==> config.mk <==
export PLATFORM = sky130hd
export DESIGN_NAME = dino_jump_ctrl
export DESIGN_NICKNAME = d
export VERILOG_FILES = /design/src/rtl/dino_jump_ctrl_pkg.sv /design/src/rtl/dino_jump_ctrl_btn_sync_edge.sv /design/src/rtl/dino_jump_ctrl.sv
export SDC_FILE = /design/constraint.sdc
export NUM_CORES = 1
export LEC_CHECK = 0
export BUFFER_PORTS_ARGS = -buffer_cell sky130_fd_sc_hd__buf_4
export CAP_MARGIN = 0
export CORE_ASPECT_RATIO = 1.25
export CORE_MARGIN = 3
export CORE_UTILIZATION = 43
export CTS_CLUSTER_DIAMETER = 80
export CTS_CLUSTER_SIZE = 40
export DETAILED_ROUTE_END_ITERATION = 16
export PLACE_DENSITY_LB_ADDON = 0.2
export SYNTH_ARGS = -nofsm -noshare
export SYNTH_HDL_FRONTEND = slang
export SYNTH_HIERARCHICAL = 1
export SYNTH_SLANG_ARGS = --single-unit
==> constraint.sdc <==
create_clock -name clk -period 8.9 [get_ports clk]
set_input_delay 1.78 -clock clk [delete_from_list [all_inputs] [get_ports clk]]
set_output_delay 1.78 -clock clk [all_outputs]
set_load 0.02 [all_outputs]
==> src/rtl/dino_jump_ctrl_pkg.sv <==
// Shared types and geometry for the dino vertical motion engine.
package dino_jump_ctrl_pkg;

   typedef enum logic [1:0] {
      ST_GROUND = 2'd0,
      ST_RISE   = 2'd1,
      ST_FALL   = 2'd2,
      ST_DUCK   = 2'd3
   } dino_state_e;

   localparam int unsigned STATE_W     = 2;
   localparam int unsigned SPRITE_H    = 60;
   localparam int unsigned GROUND_LINE = 335;

endpackage

==> src/rtl/dino_jump_ctrl_btn_sync_edge.sv <==
// Two-flop button synchronizer with registered level and rising-edge pulse.
module dino_jump_ctrl_btn_sync_edge (
   input  logic clk,
   input  logic reset_n,
   input  logic btn,
   output logic lvl,
   output logic rise
);

   logic meta_q, meta_d;
   logic sync_q, sync_d;
   logic prev_q, prev_d;
   logic rise_q, rise_d;

   always_comb begin
      meta_d = btn;
      sync_d = meta_q;
      prev_d = sync_q;
      rise_d = sync_q & ~prev_q;
   end

   always_ff @(posedge clk or negedge reset_n) begin
      if (!reset_n) begin
         meta_q <= 1'b0;
         sync_q <= 1'b0;
         prev_q <= 1'b0;
         rise_q <= 1'b0;
      end else begin
         meta_q <= meta_d;
         sync_q <= sync_d;
         prev_q <= prev_d;
         rise_q <= rise_d;
      end
   end

   // level and pulse are both three clocks behind the pin
   assign lvl  = prev_q;
   assign rise = rise_q;

endmodule

==> src/rtl/dino_jump_ctrl.sv <==
// Per-frame jump/fall/duck state machine driving the dino sprite top Y.
// Define DINO_VARIABLE_JUMP_EN to cut the rise short when up is released.
module dino_jump_ctrl
   import dino_jump_ctrl_pkg::*;
#(
   parameter int unsigned Y_W        = 10,
   parameter int unsigned GROUND_Y   = GROUND_LINE - SPRITE_H,
   parameter int unsigned JUMP_V     = 12,
   parameter int unsigned GRAVITY    = 1,
   parameter int unsigned MAX_FALL_V = 12
) (
   input  logic               clk,
   input  logic               reset_n,
   input  logic               frame_tick,
   input  logic               up,
   input  logic               down,
   output logic [Y_W-1:0]     sprite_y,
   output logic               airborne,
   output logic               ducking,
   output logic [STATE_W-1:0] state
);

   localparam logic [Y_W-1:0] GROUND_Y_C = Y_W'(GROUND_Y);
   localparam logic [Y_W-1:0] JUMP_V_C   = Y_W'(JUMP_V);
   localparam logic [Y_W-1:0] GRAV_C     = Y_W'(GRAVITY);
   localparam logic [Y_W-1:0] GRAV2_C    = Y_W'(2 * GRAVITY);
   localparam logic [Y_W-1:0] MAX_FALL_C = Y_W'(MAX_FALL_V);

   logic up_lvl, up_rise, dn_lvl, dn_rise;
   logic sig_unused;

   dino_jump_ctrl_btn_sync_edge u_up_sync (
      .clk     (clk),
      .reset_n (reset_n),
      .btn     (up),
      .lvl     (up_lvl),
      .rise    (up_rise)
   );

   dino_jump_ctrl_btn_sync_edge u_dn_sync (
      .clk     (clk),
      .reset_n (reset_n),
      .btn     (down),
      .lvl     (dn_lvl),
      .rise    (dn_rise)
   );

`ifdef DINO_VARIABLE_JUMP_EN
   assign sig_unused = dn_rise;
`else
   assign sig_unused = dn_rise | up_lvl;
`endif

   dino_state_e    state_q, state_d;
   logic [Y_W-1:0] y_q, y_d;
   logic [Y_W-1:0] vel_q, vel_d;
   logic           pend_q, pend_d;
   logic           airborne_q, airborne_d;
   logic           ducking_q, ducking_d;

   logic           grounded;
   logic [Y_W-1:0] fall_g;
   logic [Y_W:0]   vel_sum;
   logic [Y_W-1:0] fall_v;
   logic [Y_W:0]   fall_y;

   // next state, physics and pending-jump bookkeeping
   always_comb begin
      state_d  = state_q;
      y_d      = y_q;
      vel_d    = vel_q;
      grounded = (state_q == ST_GROUND) || (state_q == ST_DUCK);
      pend_d   = pend_q | (up_rise & grounded);

      fall_g  = dn_lvl ? GRAV2_C : GRAV_C;
      vel_sum = {1'b0, vel_q} + {1'b0, fall_g};
      fall_v  = (vel_sum > {1'b0, MAX_FALL_C}) ? MAX_FALL_C : vel_sum[Y_W-1:0];
      fall_y  = {1'b0, y_q} + {1'b0, fall_v};

      if (frame_tick) begin
         unique case (state_q)
            ST_GROUND, ST_DUCK: begin
               y_d = GROUND_Y_C;
               if (pend_q) begin
                  state_d = ST_RISE;
                  vel_d   = JUMP_V_C;
                  pend_d  = 1'b0;
               end else if (dn_lvl) begin
                  state_d = ST_DUCK;
               end else begin
                  state_d = ST_GROUND;
               end
            end
            ST_RISE: begin
               y_d = (vel_q > y_q) ? '0 : y_q - vel_q;
               if (vel_q <= GRAV_C) begin
                  state_d = ST_FALL;
                  vel_d   = '0;
`ifdef DINO_VARIABLE_JUMP_EN
               end else if (!up_lvl && (vel_q > Y_W'(2))) begin
                  vel_d = vel_q >> 1;
`endif
               end else begin
                  vel_d = vel_q - GRAV_C;
               end
            end
            ST_FALL: begin
               if (fall_y >= {1'b0, GROUND_Y_C}) begin
                  state_d = ST_GROUND;
                  y_d     = GROUND_Y_C;
                  vel_d   = '0;
               end else begin
                  y_d   = fall_y[Y_W-1:0];
                  vel_d = fall_v;
               end
            end
            default: state_d = ST_GROUND;
         endcase
      end

      airborne_d = (state_d == ST_RISE) || (state_d == ST_FALL);
      ducking_d  = (state_d == ST_DUCK);
   end

   always_ff @(posedge clk or negedge reset_n) begin
      if (!reset_n) begin
         state_q    <= ST_GROUND;
         y_q        <= GROUND_Y_C;
         vel_q      <= '0;
         pend_q     <= 1'b0;
         airborne_q <= 1'b0;
         ducking_q  <= 1'b0;
      end else begin
         state_q    <= state_d;
         y_q        <= y_d;
         vel_q      <= vel_d;
         pend_q     <= pend_d;
         airborne_q <= airborne_d;
         ducking_q  <= ducking_d;
      end
   end

   assign sprite_y = y_q;
   assign airborne = airborne_q;
   assign ducking  = ducking_q;
   assign state    = state_q;

endmodule
Yosys cells after proc, flatten, opt, wreduce, memory -nomap -nowiden
Index checks and enable logic that the tools add are counted.

word-level totals
  register bits after elaboration = 32

operators by class
  add/sub/neg operators = 4
  order comparisons = 4
  eq/ne operators = 7
  mux-type cells = 18
  bitwise logic cells = 4
  reduce and logical (&&, ||, !) cells = 5

operators by type and width
  kind                   number
  $mux 10                6
  $pmux 10 s3            2
  $mux 2                 6
  $add 10x10->11         1
  $add 10x2->11          1
  $ge 11x9->1 const B    1
  $gt 11x4->1 const B    1
  $gt 10x10->1           1
  $le 10x1->1 const B    1
  $sub 10x1->10 const B  1
  $sub 10x10->10         1
  $eq 2x2->1 const B     4
  $pmux 2 s3             1
  $eq 2x1->1 const B     2
  $mux 1                 3
  $and 1x1->1            2
  $logic_not 2->1        1
  $logic_or 1x1->1       2
  $ne 2x2->1 const B     1
  $reduce_and 2->1       1
  $reduce_or 2->1        1
  $not 1->1              1
  $or 1x1->1             1

Depth between registers and ports, before layout
  depth in word-level cells = 11
  depth in mapped cells = 21
  mapped depth without buffers = 20

Cells and area by module
Netlist, hierarchy kept.

modules (own cells, without submodules)
  module                        instances  cells each  area an instance (um2)  sequential area each (um2)
  dino_jump_ctrl                1          276         2,343.5                 630.6
  dino_jump_ctrl_btn_sync_edge  2          5           113.9                   100.1

Worst setup path after synthesis
Ideal clock, no wire load.

  path kind = register -> register
  start point = register u_dn_sync.prev_q, in the netlist u_dn_sync/lvl
  end point = register airborne_q, in the netlist airborne
  setup time = 0.126 ns
  arrival time = 4.070 ns
  required time = 8.774 ns
  slack = 4.704 ns
  cell stages (with the launch flop) = 21
  clock period less this slack = 4.196 ns
  cell sequence = dfrtp_1 -> inv_1 -> ha_1 -> fa_1 -> and3_1 -> o21ai_0 -> nand2_1 -> a21oi_1 -> and2_1 -> ha_1 -> inv_1 -> fa_1 -> nand2b_1 -> a21oi_1 -> o22ai_1 -> xnor2_1 -> o31ai_1 -> nand3_1 -> buf_2 -> o211ai_1 -> ha_1

between the ends
  longest elaborated chain between the ends = 11

ends and longest elaborated chain
  item                                      RTL line                            text
  start: declaration                        dino_jump_ctrl_btn_sync_edge.sv:12  logic prev_q, prev_d;
  start signal: assignment                  dino_jump_ctrl_btn_sync_edge.sv:31  prev_q <= prev_d;
  $mux 2                                    dino_jump_ctrl.sv:75                fall_g = dn_lvl ? GRAV2_C : GRAV_C;
  $add 10x2->11                             dino_jump_ctrl.sv:76                vel_sum = {1'b0, vel_q} + {1'b0, fall_g};
  $gt 11x4->1                               dino_jump_ctrl.sv:77                fall_v = (vel_sum > {1'b0, MAX_FALL_C}) ? MAX_FALL_C : vel_sum[Y_W-1:0];
  $mux 10                                   dino_jump_ctrl.sv:77
  $add 10x10->11                            dino_jump_ctrl.sv:78                fall_y = {1'b0, y_q} + {1'b0, fall_v};
  $ge 11x9->1                               dino_jump_ctrl.sv:108               if (fall_y >= {1'b0, GROUND_Y_C}) begin
  $mux 2                                    dino_jump_ctrl.sv:108
  $pmux 2 s3 (*)                            dino_jump_ctrl.sv:81                unique case (state_q)
  $mux 2 (*)                                dino_jump_ctrl.sv:80                if (frame_tick) begin
  via state_d[0]                            dino_jump_ctrl.sv:54                dino_state_e state_q, state_d;
  $eq 2x1->1 or $eq 2x2->1 (tied branches)  dino_jump_ctrl.sv:121               airborne_d = (state_d == ST_RISE) || (state_d == ST_FALL);
  $logic_or 1x1->1 (*)                      dino_jump_ctrl.sv:121
  via airborne_d                            dino_jump_ctrl.sv:58                logic airborne_q, airborne_d;
  end signal: assignment                    dino_jump_ctrl.sv:138               airborne_q <= airborne_d;
  end: declaration                          dino_jump_ctrl.sv:58

Mark *: on every way through the listed nets, which the timed path passes. The rest lies on a longest branch.
A chain may end at the register's enable or synchronous reset.

Worst setup path after layout
Same ends and word-level chain as after synthesis.

==> flow_summary_export.csv <==
group,metric,value,unit
cts,clock_latency,0.29,ns
global_route,grt_pass1_vias,2142,
floorplanning,fp-row-count,30,
worst_setup_path,worst-setup-path-type,"reg -> reg",
synthesis,ys_warn_count,6,
global_route,busiest_layer,"met2",
route,post_drt_via_cell_ratio,5.85,
worst_setup_path,cp-end-kind,"flip-flop",
global_route,track_usage,18.9,%
cts,cts-hold-fix-buffers,0,
cts,cts_setup_buffers,0,
timing,setup_violations,0,
cts,cts_made_buffers,5,
route,vias,2175,
worst_setup_path,critPathRequiredTime,9.07,ns
timing,worst_slack,4.06,ns
route,wl_per_cell,15.9,um
timing,hold_violations,0,
job,cap_violations,0,
route,ant_nets,0,
worst_setup_path,cp_max_fo,12,
outcome,status,"complete, no violations",
timing,period_share,54.4,%
cts,cts.reportedPaths.clkPinSlew,0.07,ns
synthesis,synth_area,0.00253,sq mm
global_route,grt_pass1_wl,10.1,mm
worst_setup_path,cp-start-kind,"flip-flop",
cts,cts.sink_count,32,
place,dp_hpwl,4.69,mm
cells_and_area,area_delta_synth_final,12.5,%
timing,slew_headroom,63.5,%
timing,finalMaxSlewViolations,0,
cts,cts_tree,"yes",
floorplanning,ioPinCount,19,
timing,rsz0062_at_grt,"no",
timing,worstMarginPinSlew,0.547,ns
synthesis,synth_cells,284,
cts,cts.repair.resized,0,
worst_hold_path,hold_depth,0,
floorplanning,die_h,91.8,um
global_route,use_met1,23.9,%
timing,finClkSkew,0.00451,ns
cells_and_area,layout-drive-gt1-share,13.6,%
timing,tns,0,ns
timing,final.min_clock_period,4.84,ns
worst_setup_path,crit_path_top_delay_cell,"dfrtp_1",
worst_hold_path,hold_class,"reg -> reg",
cts,ctsLongestPathBuffers,2,
cells_and_area,diodes,0,
floorplanning,dieArea,0.00685,sq mm
worst_setup_path,crit_top_cell,"ha_1",
cells_and_area,finalNetCount,342,
worst_setup_path,path_cells,"inv_1 > ha_1 > fa_1 > and3_1 > o21ai_0 > nand2_1 > a21oi_1 > and2_1 > ha_1 > inv_1 > fa_1 > nand2b_1 > a21oi_1 > o22ai_1 > xnor2_1 > o31ai_1 > nand3_1 > o211ai_1 > ha_1",
place,port_buffers,18,
place,pre_cts_ws,4.14,ns
floorplanning,initial_core_util,45.6,%
floorplanning,coreArea,0.00556,sq mm
cts,htree_levels,2,
worst_setup_path,critPathMaxStageDelay,0.45,ns
cts,root_buffer,"clkbuf_8",
worst_setup_path,arrival,5.02,ns
timing,hold_ws,0.350,ns
route,drc,0,
global_route,grt_util_met2,31.1,%
global_route,grt_overflow,0,
floorplanning,die-width,74.6,um
global_route,grt_max_degree,33,
worst_setup_path,reg2reg_depth,19,
route,wl,5.92,mm
synthesis,syn-mean-instance-area,8.92,sq um
timing,fmax,0.206,GHz
route,drt_iter0_drc,169,
global_route,antenna_found_initial,0,
route,firstDrtPassIters,5,
global_route,grt_util_met3,2.96,%
place,gp_congestion,0.908,
[final timing paths]
kind / from / slack, ns / endpoint
min reg2reg: u_dn_sync/meta_q / 0.35 / u_dn_sync/prev_d
max reg2reg: u_dn_sync/lvl / 4.06 / airborne
max: u_dn_sync/lvl / 4.06 / airborne
min: u_dn_sync/meta_q / 0.35 / u_dn_sync/prev_d
max in group asynchronous: reset_n / 7.14 / sprite_y[0]
min in group asynchronous: reset_n / 1.41 / u_dn_sync/meta_q
[registers in the layout (all words and copies together) (netlist names), named ones only]
signal,count
pend_q,1
vel_q,10
state,1
u_up_sync/rise,1
u_up_sync/meta_q,1
sprite_y,10
ducking,1
airborne,1
u_up_sync/lvl,1
u_up_sync/prev_d,1
u_dn_sync/meta_q,1
u_dn_sync/prev_d,1
u_dn_sync/lvl,1
[cell type report]
type,instances,area (sq um)
Fill cell,560,2710
Clock buffer,5,68.8
Sequential cell,32,806
Inverter,22,82.6
Multi-Input combinational cell,228,1640
Timing Repair Buffer,18,135
Tap cell,64,80.1
Clock inverter,3,42.5
[critical path, delay by kind of cell, from the launching register on]
kind | cells | cell delay [ns]
compound gates | 6 | 1.38
buf+inv | 2 | 0.14
simple gates | 5 | 1.09
fa+ha+maj | 5 | 1.47
xor+xnor | 1 | 0.16
flops | 1 | 0.45
[per-layer routing]
layer / up-vias / part of all wire (%)
met3: 10 / 3.2
met5: - / 0
met1: 1033 / 43
met2: 48 / 51
met4: 0 / 2.3
li1: 1084 / -
[stage by stage]
step | instances | util (%) | cell area [sq um]
finish | 372 | 51.3 | 2850
detailed placement | 364 | 49.3 | 2740
floorplan | 289 | - | 2550
global route | 372 | 51.3 | 2850
global placement | 364 | 49.3 | 2740
CTS | 372 | 51.3 | 2850
[cell usage in the layout (no fill, tap or decap), types with 2 or more instances in the layout]
cell	count
xnor2_1	12
o221ai_1	2
o32a_1	3
or2_2	5
a211oi_1	2
a221o_1	2
xor2_1	5
fa_1	3
buf_4	18
nand2_1	16
dfstp_2	4
and2_1	2
a32o_1	2
o31a_1	3
nor2_1	22
or3_1	3
o21ai_1	10
nand4_1	3
conb_1	6
nor4_1	2
inv_1	22
nor2b_1	4
nand3_1	5
nor3_1	4
o21ai_0	19
o31ai_1	7
o22ai_1	2
a31oi_1	6
a211o_1	2
dfrtp_1	28
ha_1	27
a21oi_1	14
o211ai_1	3
nand2b_1	6
and4_1	2
clkbuf_8	5
a21o_1	4
Power is left out: the tool's default activity adds up to more than one toggle a clock period on the data nets, which glitch-free logic cannot reach.
